File: config.mk
export PLATFORM = sky130hd
export DESIGN_NAME = m68k_bus_ctrl
export DESIGN_NICKNAME = d
export VERILOG_FILES = /design/src/rtl/m68k_bus_ctrl.sv
export SDC_FILE = /design/constraint.sdc
export NUM_CORES = 1
export LEC_CHECK = 0
export ABC_AREA = 1
export ABC_CLOCK_PERIOD_IN_PS = 1650
export CELL_PAD_IN_SITES_DETAIL_PLACEMENT = 1
export CELL_PAD_IN_SITES_GLOBAL_PLACEMENT = 1
export CORE_MARGIN = 10
export CORE_UTILIZATION = 31
export DETAILED_ROUTE_END_ITERATION = 12
export PLACE_DENSITY = 0.83
export SYNTH_ARGS = -nofsm -noshare
export SYNTH_HDL_FRONTEND = slang
export SYNTH_SLANG_ARGS = --single-unit
File: constraint.sdc
create_clock -name CLK68000 -period 1.65 [get_ports CLK68000]
set_input_delay 0.2475 -clock CLK68000 [delete_from_list [all_inputs] [get_ports CLK68000]]
set_output_delay 0.2475 -clock CLK68000 [all_outputs]
set_load 0.005 [all_outputs]
File: src/rtl/m68k_bus_ctrl.sv
// 68000 bus-cycle controller: decodes ROM/SRAM/UART/IACK and drives chip selects, SRAM strobes, DTACKn/VPAn.
// Define BUS_TIMEOUT_EN to raise BERRn on unmapped cycles after TIMEOUT_CYCLES wait edges.
module m68k_bus_ctrl #(
  parameter int unsigned ROM_WS         = 2,
  parameter int unsigned SRAM_WS        = 0,
  parameter int unsigned IO_WS          = 4,
  parameter int unsigned TIMEOUT_CYCLES = 64
) (
  input  logic        CLK68000,
  input  logic        RESETn,
  input  logic [22:0] addr,
  input  logic        ASn,
  input  logic        R_Wn,
  input  logic        UDSn,
  input  logic        LDSn,
  input  logic [2:0]  FC,
  output logic        DTACKn,
  output logic        VPAn,
  output logic        BERRn,
  output logic        ROM_CEn,
  output logic        SRAM_CEn,
  output logic        SRAM_OEn,
  output logic        SRAM_WEn,
  output logic        SRAM_UBn,
  output logic        SRAM_LBn,
  output logic        UART_CSn
);

  localparam logic [1:0] ST_IDLE = 2'd0;
  localparam logic [1:0] ST_WAIT = 2'd1;
  localparam logic [1:0] ST_ACK  = 2'd2;
  localparam logic [1:0] ST_BERR = 2'd3;

  localparam logic [2:0] RG_ROM   = 3'd0;
  localparam logic [2:0] RG_SRAM  = 3'd1;
  localparam logic [2:0] RG_UART  = 3'd2;
  localparam logic [2:0] RG_IACK  = 3'd3;
  localparam logic [2:0] RG_UNMAP = 3'd4;

  localparam logic [7:0] ROM_WS_L  = 8'(ROM_WS);
  localparam logic [7:0] SRAM_WS_L = 8'(SRAM_WS);
  localparam logic [7:0] IO_WS_L   = 8'(IO_WS);

  logic [1:0] state;
  logic [2:0] region;
  logic       rw_lat;
  logic [7:0] cnt;
  logic       dtack_n;
  logic       vpa_n;
  logic       rom_ce_n;
  logic       sram_sel;
  logic       uart_cs_n;

  logic [2:0] region_dec;
  logic [7:0] ws_dec;
  logic       unused_addr_bits;

  // addr is A[23:1]; the byte-address ranges only need the top bits, so A[3:1] never matter.
  assign unused_addr_bits = ^addr[2:0];

  always_comb begin
    region_dec = RG_UNMAP;
    ws_dec     = 8'd0;
    if (FC == 3'b111 && (&addr[22:3])) begin
      region_dec = RG_IACK;
    end else if (addr[22:19] == 4'h0) begin
      region_dec = RG_ROM;
      ws_dec     = ROM_WS_L;
    end else if (addr[22:19] == 4'h1) begin
      region_dec = RG_SRAM;
      ws_dec     = SRAM_WS_L;
    end else if (addr[22:15] == 8'hF0) begin
      region_dec = RG_UART;
      ws_dec     = IO_WS_L;
    end
  end

`ifdef BUS_TIMEOUT_EN
  localparam logic [7:0] TIMEOUT_LAST = 8'(TIMEOUT_CYCLES - 1);
  logic [7:0] to_cnt;
  logic       berr_n;
  assign BERRn = berr_n;
`else
  logic unused_timeout;
  assign unused_timeout = (TIMEOUT_CYCLES == 0);
  assign BERRn = 1'b1;
`endif

  // Selects and the acknowledge are registered; leaving a cycle (ASn high or reset) clears them on that edge.
  always_ff @(posedge CLK68000 or negedge RESETn) begin
    if (!RESETn) begin
      state     <= ST_IDLE;
      region    <= RG_UNMAP;
      rw_lat    <= 1'b1;
      cnt       <= 8'd0;
      dtack_n   <= 1'b1;
      vpa_n     <= 1'b1;
      rom_ce_n  <= 1'b1;
      sram_sel  <= 1'b0;
      uart_cs_n <= 1'b1;
`ifdef BUS_TIMEOUT_EN
      to_cnt    <= 8'd0;
      berr_n    <= 1'b1;
`endif
    end else begin
      case (state)
        ST_IDLE: begin
          if (!ASn) begin
            state  <= ST_WAIT;
            region <= region_dec;
            rw_lat <= R_Wn;
            cnt    <= ws_dec;
`ifdef BUS_TIMEOUT_EN
            to_cnt <= 8'd0;
`endif
          end
        end
        ST_WAIT: begin
          if (ASn) begin
            state     <= ST_IDLE;
            rom_ce_n  <= 1'b1;
            sram_sel  <= 1'b0;
            uart_cs_n <= 1'b1;
          end else begin
            rom_ce_n  <= (region != RG_ROM);
            sram_sel  <= (region == RG_SRAM);
            uart_cs_n <= (region != RG_UART);
            if (cnt == 8'd0 && region != RG_UNMAP) begin
              state <= ST_ACK;
              if (region == RG_IACK) vpa_n <= 1'b0;
              else                   dtack_n <= 1'b0;
            end else if (cnt != 8'd0) begin
              cnt <= cnt - 8'd1;
            end
`ifdef BUS_TIMEOUT_EN
            // Only unmapped cycles can stall forever; mapped ones acknowledge within 255 edges.
            if (region == RG_UNMAP) begin
              if (to_cnt == TIMEOUT_LAST) begin
                state  <= ST_BERR;
                berr_n <= 1'b0;
              end else if (to_cnt != 8'hFF) begin
                to_cnt <= to_cnt + 8'd1;
              end
            end
`endif
          end
        end
        ST_ACK: begin
          if (ASn) begin
            state     <= ST_IDLE;
            dtack_n   <= 1'b1;
            vpa_n     <= 1'b1;
            rom_ce_n  <= 1'b1;
            sram_sel  <= 1'b0;
            uart_cs_n <= 1'b1;
          end
        end
        ST_BERR: begin
          if (ASn) begin
            state <= ST_IDLE;
`ifdef BUS_TIMEOUT_EN
            berr_n <= 1'b1;
`endif
          end
        end
        default: state <= ST_IDLE;
      endcase
    end
  end

  assign DTACKn   = dtack_n;
  assign VPAn     = vpa_n;
  assign ROM_CEn  = rom_ce_n;
  assign SRAM_CEn = ~sram_sel;
  assign UART_CSn = uart_cs_n;

  // Byte lanes and write enable follow the live data strobes, gated by the registered select.
  assign SRAM_OEn = ~(sram_sel & rw_lat);
  assign SRAM_WEn = ~(sram_sel & ~rw_lat & (~UDSn | ~LDSn));
  assign SRAM_UBn = UDSn | ~sram_sel;
  assign SRAM_LBn = LDSn | ~sram_sel;

endmodule

==> results of run 1 <==
sequential cells by signal, indices dropped and copies added (netlist names):
register and count:
state 2, region 3, UART_CSn 1, rw_lat 1
cnt 8, VPAn 1, DTACKn 1, sram_sel 1
ROM_CEn 1
stage by stage:
step                      utilization [%]  TNS, ns  hold WS (ns)  power, W  area [um^2]
after floorplan                         -        0       -0.0481   0.00140         1280
after global placement               42.9  -0.0111         0.448   0.00170         1720
after detailed placement             42.9  -0.0184         0.465   0.00176         1720
after CTS                            44.0        0         0.338   0.00210         1760
after global routing                 44.0        0         0.339   0.00227         1760
final                                44.0        0         0.331   0.00206         1760
layout by cell type (no fill, tap or decap), types with 2 or more instances in the layout:
cell type	n
nor3_1	2
a21oi_1	2
ha_1	2
nor2_1	28
nor2_2	2
a31oi_1	3
nor2_4	3
nand4_1	2
nand2_1	61
clkbuf_8	3
inv_2	3
o21ai_1	7
nand3_1	11
dfstp_2	6
buf_4	2
nand3_2	2
o21ai_0	10
clkdlybuf4s50_1	36
dfrtp_1	13
inv_1	20
nand2_2	2
power groups by stage:
stage                     clock network [W]  registers [W]  logic [W]
after detailed placement                  0       0.000747    0.00101
after CTS                          0.000339       0.000740    0.00102
after floorplan                           0       0.000726   0.000676
after global routing               0.000363       0.000758    0.00115
final                              0.000329       0.000738   0.000997
after global placement                    0       0.000739   0.000963
cells by family (layout without fill, tap and decap cells):
logic type	Yosys count	in the layout	share of synthesized area, %
AO/OA/AOI/OAI	25	25	11.5
XOR/XNOR	1	1	0.686
adder cells (fa/ha/maj)	2	2	1.96
buffers and inverters	25	67	7.84
flip-flops	19	19	37.8
other	1	1	0.294
AND/OR/NAND/NOR	115	115	39.9
how the worst min path moves through the flow:
stage / depth (start not counted) / startpoint / endpoint / slack [ns]
after global routing: 2 / RESETn / cnt[4] / 0.34
after global placement: 2 / VPAn / VPAn / 0.45
after floorplan: 0 / RESETn / cnt[0] / -0.05
after detailed placement: 2 / VPAn / VPAn / 0.46
after CTS: 2 / RESETn / cnt[5] / 0.34
final: 2 / RESETn / cnt[4] / 0.33
final cells by class:
cell class	instances	area share [%]
well taps	50	3.55
clock buffers	4	2.56
flip-flops and latches	19	27.4
multi-input cells	144	39.4
inverters	24	5.26
repair buffers	39	21.8
metal layers:
metal | vias to the layer above | track usage (%)
met4 | 0 | 4.11
li1 | 673 | -
met3 | 5 | 3.57
met5 | - | 0
met2 | 33 | 17.8
met1 | 618 | 11.6
==> metrics.md, run 1 <==
| Metric | Value |
|---|---|
| Post-synthesis instance total | roughly 190 |
| Total GRT Usage | about a tenth |
| P_leak | approximately 0.8 nW |
| Sequential fraction of the synthesis area | a little under two fifths |
| Initial antenna violation count | 0 |
| Number of max-cap violations | 0 |
| Synth Flop Type | dfrtp_1 |
| Fillers | 522 |
| Final ANT Viol Nets | 0 |
| Critical path arrival | 1.31 ns |
| Sequential power share | a little over a third |
| Critical path's largest stage delay | 0.55 ns |
| Nets | 265 |
| # setup viols final | 0 |
| Post_cts resized | 1 |
| Die width | between 80 and 90 um |
| CP Class | reg2out |
| DP Worst Slack | -0.0184 ns |
| Internal Pwr Total | about 0.0012 W |
| Worst-skew pair later-pin latency | 0.25 ns |
| IO buf count | 37 |
| Final Hold Fails | 0 |
| Worst path bufs/invs | 1 |
| Total CTS buffers | 3 |
| Max frequency | roughly 0.64 GHz |
| Worst r2r dst | state[0] |
| Placer congestion estimate | 0.795 |
| Vias in the first global route | roughly 1400 |
| First-pass GRT wire length | 6430 um |
| Clock Power Share | between 10% and 20% |
| Req. time, crit path | 1.40 ns |
| Final Max Slew Viols | 0 |
| Pin count of the biggest net entering global routing | 20 |
| Top-area cell type share of the netlist area | between 20% and 30% |
| Skew final | 0.00138 ns |
| Portion of total power attributed to combinational logic | about half |
| Gr ovfl total | 0 |
| Worst-path cell chain | nand2_1 > clkdlybuf4s50_1 |
| Crit. path cell count | 2 |
| FF-to-FF setup slack | 0.22 ns |
| Met3 routed WL | 246 um |
| Final wirelength | 3590 um |
| Non-Filler Instances | 280 |
| Antenna cell count | 0 |
| Mapped cell area | 1280 um^2 |
| Fin crit period | 1.56 ns |
| Row cnt | 23 |
| Post-synth top area cell | dfrtp_1 |
| Via-to-Cell Ratio | 4.75 |
| Post-route clock period utilization | 94.3% |
| Psw | 0.000856 W |
| RR Startpoint | cnt[0] |
| Area contributors post-synth | dfrtp_1 25%, nand2_1 18%, dfstp_2 12% |
| Slowest-stage cell, CP | dfstp_2 |
| CTS tree | yes |
| Layout cells sized above 1 | 11.3% |
| Fin worst setup slack | 0.0944 ns |
| Wire length on met2 | 1680 um |
| WL met1 | between 1500 and 2000 um |
| Area growth from synthesis to layout | 37.9% |
| Die height | 84.2 um |
| Wire per inst | 12.8 um |
| Syn nets | 222 |
| Clk buf depth | 2 |
| Initial DRC count | 40 |
| Yosys reg bits | 19 |
| Cell area power density | 1170 nW/um^2 |
| DRC viols | 0 |
| Outcome | finished, final reports clean |
| Post-CTS setup buffer count | 0 |
| Top Layer Used | met4 |
| Pre-antenna DRT Iters | 4 |
| Critical Path End Type | output port |
| Initial Utilization | 31.9% |
| Cell with the most instances after synthesis | nand2_1 |
| CP top delay family | flip-flops |
| Worst r2r path cells | 7 |
| IO Count | 42 |
| Setup crit end | SRAM_OEn |
| Number of enable flip-flop cells after synthesis | 0 |
| Unrepaired setup endpoints after global routing | no |
| Hold WC Path Type | in2async |
| Synth warnings | 0 |
| Cell variety after synth | 27 |
| Synth async-reset ratio | 100% |
| Syn avg cell area | approximately 6.8 um^2 |
| Clock transition at path regs | 0.07 ns |
| Dpl cells | 276 |
| Root Driver | clkbuf_8 |
| Die ar. | 7080 um^2 |
| Core area | 4000 um^2 |
| Critical Path Source Type | flip-flop |
| Hold Buf Count CTS | 0 |
| Reg area | a little under 500 um^2 |
| CTS H-tree lvls | 1 |
| Sinks on Clock Net | 19 |
| Routed vias | 1329 |
| Sw frac | about two fifths |
| CP Max Fanout | 3 |
| Worst IR Drop VDD | 0.403 mV |
| HPWL Detailed | just over 3000 um |
| CP Launch Point | rw_lat |
| Multi-input gate area | 693 um^2 |
| Commonest cells post-synth | 61 x nand2_1, 28 x nor2_1, 20 x inv_1 |
Power figures use the tool's default switching activity.
==> run 2: changes to the inputs <==
Settings changed: CAP_MARGIN set to 30, REMOVE_ABC_BUFFERS set to 1.
==> run 2 against run 1 <==
  * Clock power is 3% higher
  * Critical endpoint unchanged
  * Wire length is 1.3% lower
  * Largest power group unchanged
  * Combinational power is 0.9% lower
==> metrics.md, run 2 (same netlist as run 1, synthesis figures left out) <==
| Metric | Value |
|---|---|
| Gr ovfl total | 0 |
| Req. time, crit path | 1.40 ns |
| Psw | roughly 0.00086 W |
| CP Max Fanout | 3 |
| Reg area | 483 um^2 |
| Routed vias | about 1300 |
| Finished Cell Area | about 1800 um^2 |
| Number of max-cap violations | 0 |
| CP top delay family | flip-flops |
| Initial antenna violation count | 0 |
| Final wirelength | 3540 um |
| CP Class | reg2out |
| Max reg flops | 8 |
| Largest Register | cnt |
| Skew final | between 0.006 and 0.007 ns |
| Fillers | 524 |
| Top flop regs | cnt (8), region (3), state (2) |
| Nets | 265 |
| Post-DP Area | 1720 um^2 |
| Fin crit period | 1.55 ns |
| Critical Path Source Type | flip-flop |
| P_leak | roughly 0.80 nW |
| Sequential power share | 35.6% |
| Worst hold margin | between 0.3 and 0.4 ns |
| Total CTS buffers | 3 |
| CTS tree | yes |
| Via-to-Cell Ratio | between 4 and 5 |
| Max frequency | 0.643 GHz |
| Portion of total power attributed to combinational logic | 47.9% |
| Vias in the first global route | about 1400 |
| Placer congestion estimate | 0.758 |
| Final ANT Viol Nets | 0 |
| Die height | 84.2 um |
| Antenna cell count | 0 |
| First-pass GRT wire length | 6290 um |
| Pin count of the biggest net entering global routing | 20 |
| CTS H-tree lvls | 1 |
| Initial Utilization | 31.9% |
| Worst IR Drop VDD | 0.378 mV |
| Total GRT Usage | 10.3% |
| IO Count | 42 |
| Critical path's largest stage delay | 0.55 ns |
| Unrepaired setup endpoints after global routing | no |
| Sw frac | between 40% and 50% |
| Hold WC Path Type | in2async |
| Post-route clock period utilization | 94.2% |
| DRC viols | 0 |
| Worst path bufs/invs | 1 |
| Final Hold Fails | 0 |
| Multi-input gate area | 693 um^2 |
| Root Driver | clkbuf_8 |
| Row cnt | 23 |
| # setup viols final | 0 |
| Cell area power density | 1170 nW/um^2 |
| Worst-skew pair later-pin latency | 0.26 ns |
| Critical Path End Type | output port |
| Commonest cells after routing, fill and taps aside | 61 x nand2_1, 36 x clkdlybuf4s50_1, 28 x nor2_1, 20 x inv_1, 13 x dfrtp_1 |
| Most common cell after layout, fill and taps aside | nand2_1 |
| Final Max Slew Viols | 0 |
| Wire per inst | roughly 13 um |
| Die ar. | a little over 7000 um^2 |
| Die width | 84.2 um |
| Initial DRC count | 61 |
| Outcome | finished, final reports clean |
| Clock transition at path regs | about 0.08 ns |
| Clk buf depth | 2 |
| HPWL Detailed | 2900 um |
| Internal Pwr Total | 0.00121 W |
| Clock Power Share | 16.5% |
| Sinks on Clock Net | 19 |
| Layout cells sized above 1 | 11.3% |
| Slowest-stage cell, CP | dfstp_2 |
| Core area | between 4000 and 5000 um^2 |
| Worst-path cell chain | nand2_1 > clkdlybuf4s50_1 |
| IO buf count | 37 |
| Pre-antenna DRT Iters | 4 |
| Critical path arrival | 1.31 ns |
| Area growth from synthesis to layout | 37.9% |
==> run 2: timing repair <==
action / in CTS / in global routing
hold buffers: 0 / 0
setup buffers: 0 / 0
setup endpoints to repair: 1 / 0
resized for setup: 1 / 0
==> run 2: power groups by stage <==
stage,clock network (W),logic [W],registers [W]
floorplan,0,0.000674,0.000726
global placement,0,0.000960,0.000740
detailed placement,0,0.000994,0.000744
CTS,0.000346,0.00101,0.000738
global route,0.000376,0.00113,0.000762
finish,0.000340,0.000988,0.000736
==> run 2: final cells by class <==
cell class,instances,area share (%)
inverters,24,5.26
multi-input cells,144,39.4
well taps,50,3.55
flip-flops and latches,19,27.4
clock buffers,4,2.56
repair buffers,39,21.8
==> run 2: through the flow <==
| stage | TNS, ns | util [%] | std cells | total power [W] | setup WS [ns] |
|---|---|---|---|---|---|
| floorplan | 0 | - | 187 | 0.00140 | 0.398 |
| global placement | -0.0168 | 42.9 | 276 | 0.00170 | -0.0168 |
| detailed placement | -0.0566 | 42.9 | 276 | 0.00174 | -0.0566 |
| CTS | 0 | 44.0 | 280 | 0.00209 | 0.0817 |
| global route | 0 | 44.0 | 280 | 0.00227 | 0.0269 |
| finish | 0 | 44.0 | 280 | 0.00206 | 0.0956 |
==> run 2: worst paths after layout <==
check | startpoint | slack (ns) | endpoint | cells after the start
max | rw_lat | 0.1 | SRAM_OEn | 2
min | RESETn | 0.32 | cnt[5] | 2
max reg2reg | cnt[0] | 0.16 | state[0] | 7
min reg2reg | VPAn | 0.47 | VPAn | 2
max in group asynchronous | RESETn | 1.05 | UART_CSn | 2
min in group CLK68000 | VPAn | 0.47 | VPAn | 2
==> run 2: routing by layer <==
layer / vias up / track usage, % / share of wire [%]
met1: 620 / 11.1 / 44
met4: 0 / 4.11 / 1.7
met5: - / 0 / 0
li1: 677 / - / -
met2: 35 / 17.6 / 46
met3: 5 / 3.96 / 8.8
==> run 3: changes to the inputs <==
Settings changed: CORE_UTILIZATION 31 to 42, CTS_CLUSTER_DIAMETER set to 60, DONT_BUFFER_PORTS set to 1, PLACE_DENSITY 0.83 to 0.81.
==> run 3 against run 2 <==
  * Power down 11%
  * Maximum frequency up 10%
  * Worst setup slack better by 0.15 ns
  * Register-to-register slack better by 0.08 ns
  * Critical path depth up 6
  * Clock power down 28%
  * Flip-flop and latch count unchanged
==> metrics.md, run 3 (same netlist as run 1, synthesis figures left out) <==
| Metric | Value |
|---|---|
| Worst IR Drop VDD | approximately 0.54 mV |
| Worst r2r path cells | 8 |
| Total CTS buffers | 3 |
| Total GRT Usage | between 10 and 15% |
| Placer congestion estimate | approximately 0.79 |
| Initial Utilization | 45.1% |
| Max reg flops | 8 |
| Fin Setup TNS | 0 ns |
| Sinks on Clock Net | 19 |
| HPWL Detailed | 2710 um |
| Critical Path End Type | flip-flop |
| Nets | 228 |
| Core area | 2830 um^2 |
| Vias in the first global route | 1315 |
| Post-route clock period utilization | 85.3% |
| RR Startpoint | cnt[0] |
| Worst slew pin tran | 0.866 ns |
| Post-CTS setup buffer count | 0 |
| Root Driver | clkbuf_4 |
| Layout cells sized above 1 | 13.0% |
| Req. time, crit path | around 1.9 ns |
| Pre-antenna DRT Iters | 4 |
| Max frequency | between 0.7 and 0.8 GHz |
| Antenna cell count | 0 |
| CTS tree | yes |
| Final ANT Viol Nets | 0 |
| Routed vias | 1191 |
| Via-to-Cell Ratio | 5.32 |
| Dpl cells | 218 |
| Worst rel slew slack | 42.1% |
| Hold WC Path Type | in2reg |
| # setup viols final | 0 |
| DRC viols | 0 |
| FF-to-FF setup slack | 0.24 ns |
| Number of max-cap violations | 0 |
| IO Count | between 40 and 50 |
| Final wirelength | 3290 um |
| First-pass GRT wire length | 5730 um |
| Wire per inst | 14.7 um |
| Worst r2r dst | cnt[5] |
| Post_cts resized | 0 |
| DP Worst Slack | 0.244 ns |
| Final Hold Fails | 0 |
| Hold Crit Endpoint | rw_lat |
| Area growth from synthesis to layout | 6.18% |
| Commonest cells after routing, fill and taps aside | 61 x nand2_1, 28 x nor2_1, 20 x inv_1, 13 x dfrtp_1, 11 x nand3_1 |
| CP Max Fanout | 6 |
| Initial DRC count | 76 |
| CP Class | reg2reg |
| Total Power | around 0.0018 W |
| Cell area power density | 1360 nW/um^2 |
| Final Max Slew Viols | 0 |
| Fin crit period | 1.41 ns |
| Worst-skew pair later-pin latency | 0.30 ns |
| Non-Filler Instances | 224 |
| Top flop regs | cnt (8), region (3), state (2) |
| IO buf count | 0 |
| Die ar. | between 5000 and 6000 um^2 |
| Gr ovfl total | 0 |
| Hold_sp | R_Wn |
| CTS H-tree lvls | 1 |
| Die width | ~75 um |
| Pin count of the biggest net entering global routing | 20 |
| Clk buf depth | 2 |
| Largest Register | cnt |
| Die height | 75.1 um |
| P_leak | roughly 0.65 nW |
| Row cnt | 19 |
| Clock transition at path regs | 0.12 ns |
| Most common cell after layout, fill and taps aside | nand2_1 |
| Worst hold margin | 0.0204 ns |
| Hold depth | 2 |
| Fin worst setup slack | 0.242 ns |
| Critical Path Source Type | flip-flop |
| Unrepaired setup endpoints after global routing | no |
| Critical path arrival | ~1.6 ns |
| Skew final | 0.00386 ns |
| Initial antenna violation count | 0 |
| Outcome | finished, final reports clean |
-- run 3: changes by cell type in the layout (fill, tap and decap cells not counted), sizes merged --
cell and delta:
clkdlybuf4s50 -36, buf -2, dlygate4sd3 +2, clkbuf -1
clkinv +1, dlygate4sd2 -1
-- run 3: routing by layer --
metal  routed length [um]  global-route usage, %
met5                    0                      0
met1                 1380                   14.8
met3                  261                   4.07
met4                   21                   3.15
met2                 1620                   22.1
-- run 3: where the power goes --
group | switching (W) | internal [W] | leakage, nW
Clock | 0.000156 | 0.0000904 | 0.0177
Combinational | 0.000557 | 0.000286 | 0.395
Sequential | 0.000114 | 0.000635 | 0.235
-- run 3: critical path, cell delays in order (launching register included) --
cell and delay [ns]:
dfrtp_1 0.38, inv_1 0.14, ha_1 0.19, nand2_1 0.09, nor2_4 0.19, nor2_2 0.07
nor2_4 0.14, nand2_1 0.07, o21ai_1 0.07
-- run 3: cell type report --
| cell class | count | area [um^2] |
|---|---|---|
| clock buffers | 3 | 22.5 |
| clock inverters | 1 | 5.00 |
| fillers | 392 | 1470 |
| inverters | 24 | 92.6 |
| multi-input cells | 144 | 693 |
| flip-flops and latches | 19 | 483 |
| well taps | 31 | 38.8 |
| repair buffers | 2 | 20.0 |
-- run 3: repair_timing --
item	4_1_cts	5_1_grt
hold buffers	2	0
hold endpoints to repair	20	0
endpoints found under the setup margin	0	0
-- run 3: worst max-delay path by stage --
| stage | from | end | slack, ns | cells past startpoint |
|---|---|---|---|---|
| after floorplan | cnt[0] | cnt[7] | 0.40 | 7 |
| after global placement | cnt[0] | cnt[7] | 0.29 | 7 |
| after detailed placement | cnt[0] | cnt[7] | 0.24 | 7 |
| after CTS | cnt[0] | cnt[7] | 0.22 | 7 |
| after global routing | cnt[0] | cnt[7] | 0.09 | 8 |
| final | cnt[0] | cnt[5] | 0.24 | 8 |
-- run 3: through the flow --
| stage | area [um^2] | util [%] |
|---|---|---|
| after floorplan | 1270 | - |
| after global placement | 1310 | 46.2 |
| after detailed placement | 1310 | 46.2 |
| after CTS | 1360 | 47.9 |
| after global routing | 1360 | 47.9 |
| final | 1360 | 47.9 |
